[config.mk]
export PLATFORM = sky130hd
export DESIGN_NAME = reg_arbiter
export DESIGN_NICKNAME = d
export VERILOG_FILES = /design/src/rtl/reg_arb_pkg.sv /design/src/rtl/reg_arbiter_share_reg.sv /design/src/rtl/reg_arbiter.sv
export SDC_FILE = /design/constraint.sdc
export NUM_CORES = 1
export LEC_CHECK = 0
export CORE_ASPECT_RATIO = 1.4
export CORE_UTILIZATION = 41
export DETAILED_ROUTE_END_ITERATION = 6
export GPL_ROUTABILITY_DRIVEN = 0
export PLACE_DENSITY = 0.76
export SLEW_MARGIN = 20
export SYNTH_ARGS = -nofsm -noshare
export SYNTH_HDL_FRONTEND = slang
export SYNTH_SLANG_ARGS = --single-unit
export TNS_END_PERCENT = 30
[constraint.sdc]
create_clock -name clk -period 1.3 [get_ports clk]
set_input_delay 0.325 -clock clk [delete_from_list [all_inputs] [get_ports clk]]
set_output_delay 0.325 -clock clk [all_outputs]
set_load 0.01 [all_outputs]
[src/rtl/reg_arb_pkg.sv]
// Shared definitions for the register arbiter: FSM state encoding, owner
// index width and the round-robin winner search.
package reg_arb_pkg;

  localparam int OWNER_W = 3;  // owner index width, covers up to 8 requesters
  localparam int MAX_REQ = 8;  // widest requester vector the arbiter supports
  localparam int CNT_W   = 8;  // lock counter width, covers MAX_LOCK up to 255

  typedef logic [OWNER_W-1:0] owner_t;

  typedef enum logic [1:0] {
    ST_IDLE   = 2'd0,
    ST_GRANT  = 2'd1,
    ST_LOCKED = 2'd2
  } arb_state_t;

  // Returns the first set bit of r searching upward from (ptr+1) mod n,
  // wrapping around. The descending scan lets the nearest candidate win.
  // The result is don't-care when r has no bit set in [n-1:0].
  function automatic owner_t rr_pick(input logic [MAX_REQ-1:0] r,
                                     input int n,
                                     input owner_t ptr);
    owner_t pick;
    int     idx;
    pick = '0;
    for (int k = MAX_REQ; k >= 1; k--) begin
      if (k <= n) begin
        idx = (int'(ptr) + k) % n;
        if (r[idx[OWNER_W-1:0]]) pick = idx[OWNER_W-1:0];
      end
    end
    return pick;
  endfunction

endpackage

[src/rtl/reg_arbiter_share_reg.sv]
// share_reg: WIDTH-bit shared register with write enable.
// Ports:
//   clk - clock, rising edge
//   rst - synchronous active-high reset, clears q and beats we
//   we  - write enable
//   d   - write data
//   q   - register contents
module share_reg #(
  parameter int WIDTH = 8
) (
  input  logic             clk,
  input  logic             rst,
  input  logic             we,
  input  logic [WIDTH-1:0] d,
  output logic [WIDTH-1:0] q
);

  always_ff @(posedge clk) begin
    if (rst) begin
      q <= '0;
    end else if (we) begin
      q <= d;
    end
  end

endmodule

[src/rtl/reg_arbiter.sv]
// reg_arbiter: round-robin arbiter guarding one shared register. A granted
// requester writes its data slice into the register every cycle it holds
// the grant; it may keep ownership with lock for up to MAX_LOCK cycles.
// Ports:
//   clk      - clock, rising edge
//   rst      - synchronous active-high reset
//   req      - per-requester write request (level)
//   lock     - per-requester request to keep ownership after a grant
//   din      - write data, requester i on [i*WIDTH +: WIDTH]
//   gnt      - registered one-hot (or zero) grant
//   q        - shared register contents
//   owner    - index of the last granted requester
//   wr_pulse - high the cycle after each register write
//   busy     - high while a tenure is in progress
import reg_arb_pkg::*;

module reg_arbiter #(
  parameter int N_REQ    = 4,
  parameter int WIDTH    = 8,
  parameter int MAX_LOCK = 8
) (
  input  logic                   clk,
  input  logic                   rst,
  input  logic [N_REQ-1:0]       req,
  input  logic [N_REQ-1:0]       lock,
  input  logic [N_REQ*WIDTH-1:0] din,
  output logic [N_REQ-1:0]       gnt,
  output logic [WIDTH-1:0]       q,
  output logic [OWNER_W-1:0]     owner,
  output logic                   wr_pulse,
  output logic                   busy
);

  localparam logic [CNT_W-1:0] CNT_LAST = CNT_W'(MAX_LOCK - 1);
  // With MAX_LOCK == 1 a single granted cycle is already the whole tenure.
  localparam logic             CAN_LOCK = (MAX_LOCK > 1);

  arb_state_t       state;
  owner_t           rr_ptr;
  logic [CNT_W-1:0] cnt;

  logic [MAX_REQ-1:0] req_ext;
  logic [MAX_REQ-1:0] lock_ext;
  owner_t             win;
  logic               hold;
  logic               we;
  logic [WIDTH-1:0]   wdata;

  // Widen the requester vectors so owner can index them at full width.
  always_comb begin
    req_ext             = '0;
    req_ext[N_REQ-1:0]  = req;
    lock_ext            = '0;
    lock_ext[N_REQ-1:0] = lock;
  end

  assign win  = rr_pick(req_ext, N_REQ, rr_ptr);
  assign hold = req_ext[owner] & lock_ext[owner];

  // The write is tied to the registered grant alone, so a request that
  // falls on the grant edge still gets its write.
  assign we = |gnt;

  always_comb begin
    wdata = '0;
    for (int i = 0; i < N_REQ; i++) begin
      if (gnt[i]) wdata = din[i*WIDTH +: WIDTH];
    end
  end

  share_reg #(
    .WIDTH(WIDTH)
  ) u_share_reg (
    .clk(clk),
    .rst(rst),
    .we (we),
    .d  (wdata),
    .q  (q)
  );

  always_ff @(posedge clk) begin
    if (rst) begin
      state    <= ST_IDLE;
      gnt      <= '0;
      owner    <= '0;
      wr_pulse <= 1'b0;
      busy     <= 1'b0;
      cnt      <= '0;
      rr_ptr   <= owner_t'(N_REQ - 1);
    end else begin
      wr_pulse <= we;
      case (state)
        ST_IDLE: begin
          if (|req) begin
            gnt   <= N_REQ'(1) << win;
            owner <= win;
            busy  <= 1'b1;
            state <= ST_GRANT;
          end else begin
            gnt  <= '0;
            busy <= 1'b0;
          end
        end
        ST_GRANT: begin
          if (hold && CAN_LOCK) begin
            cnt   <= CNT_W'(1);
            state <= ST_LOCKED;
          end else begin
            // rr_ptr = owner puts the finished requester last in line.
            gnt    <= '0;
            busy   <= 1'b0;
            rr_ptr <= owner;
            state  <= ST_IDLE;
          end
        end
        ST_LOCKED: begin
          if (!hold || (cnt >= CNT_LAST)) begin
            gnt    <= '0;
            busy   <= 1'b0;
            cnt    <= '0;
            rr_ptr <= owner;
            state  <= ST_IDLE;
          end else begin
            cnt <= cnt + CNT_W'(1);
          end
        end
        default: begin
          gnt   <= '0;
          busy  <= 1'b0;
          cnt   <= '0;
          state <= ST_IDLE;
        end
      endcase
    end
  end

endmodule

==> results by group, run 1 <==
GRT
  • Global routing usage on met1: 0.2467
  • Routing usage on met3: 0.04448
  • Met2 Track Usage GR: 0.4655
  • Number of global-route vias before repair: 1935
  • Initial antenna violation count: 0
  • Pin count of the biggest net entering global routing: 18
  • Layer carrying the most global-route usage: met2
  • Total routing resource utilization after global routing: 0.2413
  • Wire length of the first global-routing pass: 8487 um
  • Remaining Overflow, GRT: 0

Die
  • Die height: 78.56 um
  • Core outline area: 3986 sq um
  • Placement row count: 27
  • Effective utilization at floorplan: 0.4306
  • Width of the chip: 56.69 um
  • Number of ports placed on the die boundary: 59
  • Area of the die: 4453 sq um

Drt
  • Number of DRC markers in iteration 0: 99
  • Vias after detailed routing: 1908
  • DR vias/cell: 5.696
  • Mean routed wirelength per cell: 16.53 um
  • DRC violation count after routing: 23
  • Number of nets with antenna violations after routing: 0
  • Final wirelength: 5537 um
  • Detailed Routing Iterations Pass 1: 6

Cells and area
  • Footprint of the multi-input gates: 1169 sq um
  • Seq. cell area: 578.1 sq um
  • Share of cells above drive strength 1: 0.3493
  • Post-synthesis to final-layout area growth: 64.72%
  • Final antenna diode count: 0
  • Number of fill cells in the layout: 294
  • Post-layout nets: 340

Logic synthesis
  • Share of flip-flops with an asynchronous set or reset after synthesis: 0
  • Share of the yosys chip area belonging to registers: 0.3265
  • Number of synthesized flops with an enable pin: 0
  • Cell area after synthesis: 1717 sq um
  • Syn. warnings: 0
  • Register bit count reported by yosys: 28
  • Leading area contributor after synthesis: dfxtp_1
  • Mean instance size in the synthesized netlist: 8.895 sq um
  • Most area-consuming cells after synthesis: dfxtp_1, nor2b_1, a221oi_1
  • Post-synthesis instance total: 193
  • Syn Nets: 239
  • Post-synth top area share: 0.3265
  • Most used flip-flop cell after synthesis: dfxtp_1
  • Number of distinct library cells after synthesis: 50

Worst setup path
  • Crit-path cells: buf_6 -> nand4b_1 -> and4_4 -> a22oi_4 -> buf_4 -> o2bb2a_4
  • CP max stage cell: dfxtp_2
  • CP max stage delay: 0.33 ns
  • Startpoint type of the worst setup path: flip-flop
  • Critical path fanouts, max: 4
  • Critical path buffers and inverters: 2
  • Endpoint kind of the worst setup timing path: flip-flop
  • Critical Path RT: 1.47 ns
  • Data arrival time of the critical path: 1.69 ns
  • Kind of critical path: reg -> reg
  • Delay-heaviest family, CP: simple AND/OR/NAND/NOR gates

Flow run
  • Max-cap viol count: 0

Timing
  • Final setup violation count: 23
  • Pins over their slew limit: 0
  • Max Fclk: 657.4 MHz
  • Period utilisation layout: 1.170
  • Unrepaired setup endpoints after global routing: yes
  • Largest clock skew in the final design: 0.004740 ns
  • Min Clock Period, post-route: 1.521 ns
  • Worst hold-check slack: 0.4753 ns
  • Worst Slack Setup Final: -0.2211 ns
  • Final Hold Vio Count: 0

Placement
  • Pre-CTS WS: -0.6224 ns
  • Quantity of I/O buffers inserted on ports: 57
  • Hpwl dp: 3786 um

Pwr
  • Psw: 0.0008505 W
  • Total power per unit cell area: 926.6 nW/um^2
  • Leakage power total: 1.195 nW
  • Relative contribution of sequential cells to total power: 0.396
  • Internal power consumption: 0.001770 W
  • VDD IR-drop max: 0.0005328 V
  • Clock Power Share: 0.178
  • Switching portion of total power: 0.3246
  • Combinational share of power: 0.426

Clock network
  • CTS sink count: 28
  • Clock tree from TritonCTS: yes
  • CTS HTree Levels: 1
  • Clock latency on the worst-skew pair: 0.27 ns
  • Number of buffers inserted by hold repair at cts: 0
  • Inserted Clock Buffers: 3
  • Maximum buffer depth of the clock tree: 2
  • Clock-pin slew on the worst setup and hold paths: 0.09 ns
  • CTS Root Cell: clkbuf_8

Outcome
  • Outcome: finished with violations
  • Failing checks: design-rule violations, negative setup slack

Min path
  • Path category of the worst min-delay check: reg -> reg
-- final timing paths --
kind                              start                   to  slack, ns  cells past startpoint
setup / recovery  owner[0]$_SDFFE_PP0P_  cnt[2]$_SDFFE_PP0P_      -0.22                      6
hold reg to reg     cnt[7]$_SDFFE_PP0P_  cnt[7]$_SDFFE_PP0P_       0.48                      2
setup reg to reg  owner[0]$_SDFFE_PP0P_  cnt[2]$_SDFFE_PP0P_      -0.22                      6
hold / removal      cnt[7]$_SDFFE_PP0P_  cnt[7]$_SDFFE_PP0P_       0.48                      2
-- sequential cells by signal, summed over array words and instances, names as in the netlist --
name           count
busy               1
cnt                8
gnt                4
owner              2
rr_ptr             2
state              2
u_share_reg.q      8
wr_pulse           1
-- placed cells by master (no fill, tap or decap), types with 9 or more instances in the layout --
master / count
inv_1: 11
clkdlybuf4s50_1: 32
a21oi_1: 9
dlygate4sd2_1: 22
buf_4: 42
nor2b_1: 11
o21ai_1: 9
nand2_1: 15
dfxtp_1: 18
-- worst min-delay path, cell delays in order (launching register included) --
cell     delay [ns]
dfxtp_2        0.34
inv_1          0.07
nor2_2         0.04
-- through the flow --
stage	instances	instance area (sq um)	utilization	TNS [ns]	total power (W)
after floorplan	193	1740	-	-1.220	0.001613
after global placement	320	2577	0.6466	-12.08	0.002072
after detailed placement	320	2577	0.6466	-12.78	0.002093
after CTS	331	2748	0.6893	-2.046	0.002569
after global routing	335	2828	0.7094	-4.055	0.002753
final	335	2828	0.7094	-2.628	0.002620
-- cell families (layout without fill, tap and decap cells) --
group	count (synthesis)	after routing	share of synthesized area
flops	28	28	0.3265
fa+ha+maj	4	4	0.02916
compound gates	67	67	0.3098
mux	4	4	0.02332
buf+inv	24	122	0.07215
other cells	1	1	0.002184
simple gates	65	66	0.2369
-- area by class of cell --
class / instances / share of cell area
Multi-Input combinational cell: 142 / 0.4133
Timing Repair Buffer: 107 / 0.3327
Sequential cell: 28 / 0.2044
Tap cell: 43 / 0.01903
Inverter: 12 / 0.01593
Clock buffer: 3 / 0.01460
-- metal layers --
layer | share of wire | wire, um
met1 | 0.38 | 2099
met2 | 0.53 | 2948
met3 | 0.074 | 409
met4 | 0.014 | 79
met5 | 0 | 0
-- timing repair --
action                     CTS  global route
gates resized for setup     60            19
setup buffers                7             4
setup endpoints to repair   43            30
gates cloned                 1             0
pin swaps                   25             6
-- power groups by stage --
stage	Clock [W]	Combinational (W)	Sequential (W)
final	0.000467	0.00112	0.00104
after global routing	0.000508	0.00120	0.00105
after CTS	0.000471	0.00106	0.00103
after detailed placement	0	0.00104	0.00105
after global placement	0	0.00102	0.00105
after floorplan	0	0.000525	0.00109
-- synth_stat cells, types with 3 or more instances --
cell / number
a21oi_1: 12
a221oi_1: 8
a22oi_1: 5
and4_1: 3
buf_4: 3
buf_6: 3
clkbuf_1: 6
dfxtp_1: 28
ha_1: 4
inv_1: 12
mux2i_1: 4
nand2_1: 15
nand2b_1: 3
nand3_1: 4
nand4_1: 4
nor2_1: 9
nor2b_1: 12
o21ai_0: 10
o22ai_1: 3
o31a_1: 8
(Power assumes the default switching activity.)
==> run 2: changes to the inputs <==
ABC_AREA = 0   (was default)
==> results of run 2 <==
The final DEF is identical to that of run 1; final timing and power are the same.
==> patch, RTL diff (settings of run 2) <==
Re-encode `arb_state_t` (3 states) as one-hot, 3 bits wide.
--- a/src/rtl/reg_arb_pkg.sv
+++ b/src/rtl/reg_arb_pkg.sv
@@ -8,10 +8,10 @@
 
   typedef logic [OWNER_W-1:0] owner_t;
 
-  typedef enum logic [1:0] {
-    ST_IDLE   = 2'd0,
-    ST_GRANT  = 2'd1,
-    ST_LOCKED = 2'd2
+  typedef enum logic [2:0] {
+    ST_IDLE   = 3'b001,
+    ST_GRANT  = 3'b010,
+    ST_LOCKED = 3'b100
   } arb_state_t;
 
   // Returns the first set bit of r searching upward from (ptr+1) mod n,
Check against the original RTL: same outputs for any inputs over 4 cycles, from zero or initial values and one cycle with rst high; so few cycles prove little.
==> patch against run 2 <==
Non-clock buffer count is 1 lower; final area decreased by 9.6%; routed wire length decreased by 15%; critical path type unchanged; synthesized area fell by 15%; power is 1.8% lower; utilization grew 4.8 points; sequential share of layout area up 2.5 points; the run ends with negative setup slack left; sequential cell count rose by 1; maximum frequency is 12% lower; worst setup slack worse by 0.21 ns.
==> patch: results (changes against run 2) <==
leakage power=1.19 nW (-0.46%); area of the multi-input gates=907 sq um (-22%); H-tree levels=2 (+1); Slowest cell on crit path=mux4_2; layout cell share with drive strength beyond 1=30.3% (-4.7 points); pre-CTS setup slack=-0.938 ns (-0.315 ns); HPWL after DPL=3500 um (-7.6%); Crit. path cell count=5 (-1); Filler cells=256 (-13%); sequential cell count=29 (+3.6%); clock buffers=6 (+3); CP Data Arrival Time=1.95 ns (+0.26 ns); synth cell count leaders=29 x dfxtp_1, 19 x nor2_1, 13 x a21oi_1; Repair and plain buffers=106 (-0.93%); first-pass GRT wire length=7230 um (-15%); switching pwr=0.000744 W (-12%); Total GRT Usage=25.7% (+1.6 points); delay-heaviest family, CP=multiplexers; PnR worst setup slack=-0.428 ns (-0.207 ns); register area share after synthesis=39.8% (+7.2 points); Seq area share=22.9% (+2.5 points); Final #Nets=313 (-7.9%); largest net degree at the start of global routing=10 (-8); Reg2Reg Capture Point=cnt[7]$_SDFFE_PP0P_; vias=1648 (-14%); drt pass-1 iters=4 (-2); Worst-path clk slew=0.06 ns (-0.03 ns); failing checks=negative setup slack; NonClk Buf Share=35.7% (+2.4 points); Synth Instances=165 (-15%); Max VDD drop=1280 uV (+140%); maximum fanout along the worst path=5 (+1); largest stage delay on the critical path=0.60 ns (+0.27 ns); status=finished with violations; Post-DP Area=0.00236 sq mm (-8.4%); Clock net power=0.000689 W (+48%); Yosys cell types=39 (-22%); wire length per cell=15.2 um (-8.2%); number of well taps=40 (-7.0%); non-clock inverter count=5 (-7); Final setup viols=26 (+13%); via count of the first global-routing pass=1795 (-7.2%); 1st-iter DRT viols=47 (-53%)
-- patch: cells by family after synthesis --
| group | after synthesis | synth area share [%] |
|---|---|---|
| and+or+nand+nor | 62 | 23.9 |
| AOI/OAI and AO/OA | 57 | 29.3 |
| DFF | 29 | 39.8 |
| adders and majority gates | 1 | 0.858 |
| buffers and inverters | 13 | 3.61 |
| muxes | 2 | 2.23 |
| other | 1 | 0.257 |
-- patch: what timing repair did --
action	4_1_cts	5_1_grt
pin swaps	18	3
buffers inserted	9	0
gates cloned	0	0
gates resized for setup	54	7
endpoints found under the setup margin	45	31
-- patch: worst min path at each step --
stage | endpoint | cells past startpoint | start
floorplan | state[2]$_SDFFE_PP0P_ | 1 | rst
global placement | cnt[7]$_SDFFE_PP0P_ | 1 | cnt[7]$_SDFFE_PP0P_
detailed placement | busy$_SDFFE_PP0P_ | 2 | busy$_SDFFE_PP0P_
CTS | busy$_SDFFE_PP0P_ | 2 | busy$_SDFFE_PP0P_
global route | busy$_SDFFE_PP0P_ | 2 | busy$_SDFFE_PP0P_
finish | busy$_SDFFE_PP0P_ | 2 | busy$_SDFFE_PP0P_
-- patch: routing by layer --
metal  routed length (um)  vias up  global-route usage [%]
met1                 1610      761                    21.4
met2                 2650       67                    51.6
met3                  344       11                    7.13
met5                    0        -                       0
met4                  114        0                    12.6
li1                     -      809                       -
-- patch: through the flow --
stage          setup TNS (ns)  util, %  hold slack [ns]  power (W)
3_3_place_gp           -16.58     69.9            0.446    0.00182
4_1_cts                 -6.01     75.6            0.454    0.00258
2_1_floorplan           -7.22        -            0.413    0.00138
5_1_grt                 -8.44     75.7            0.477    0.00270
3_5_place_dp           -17.95     69.9            0.451    0.00185
6_report                -6.17     75.7            0.453    0.00257
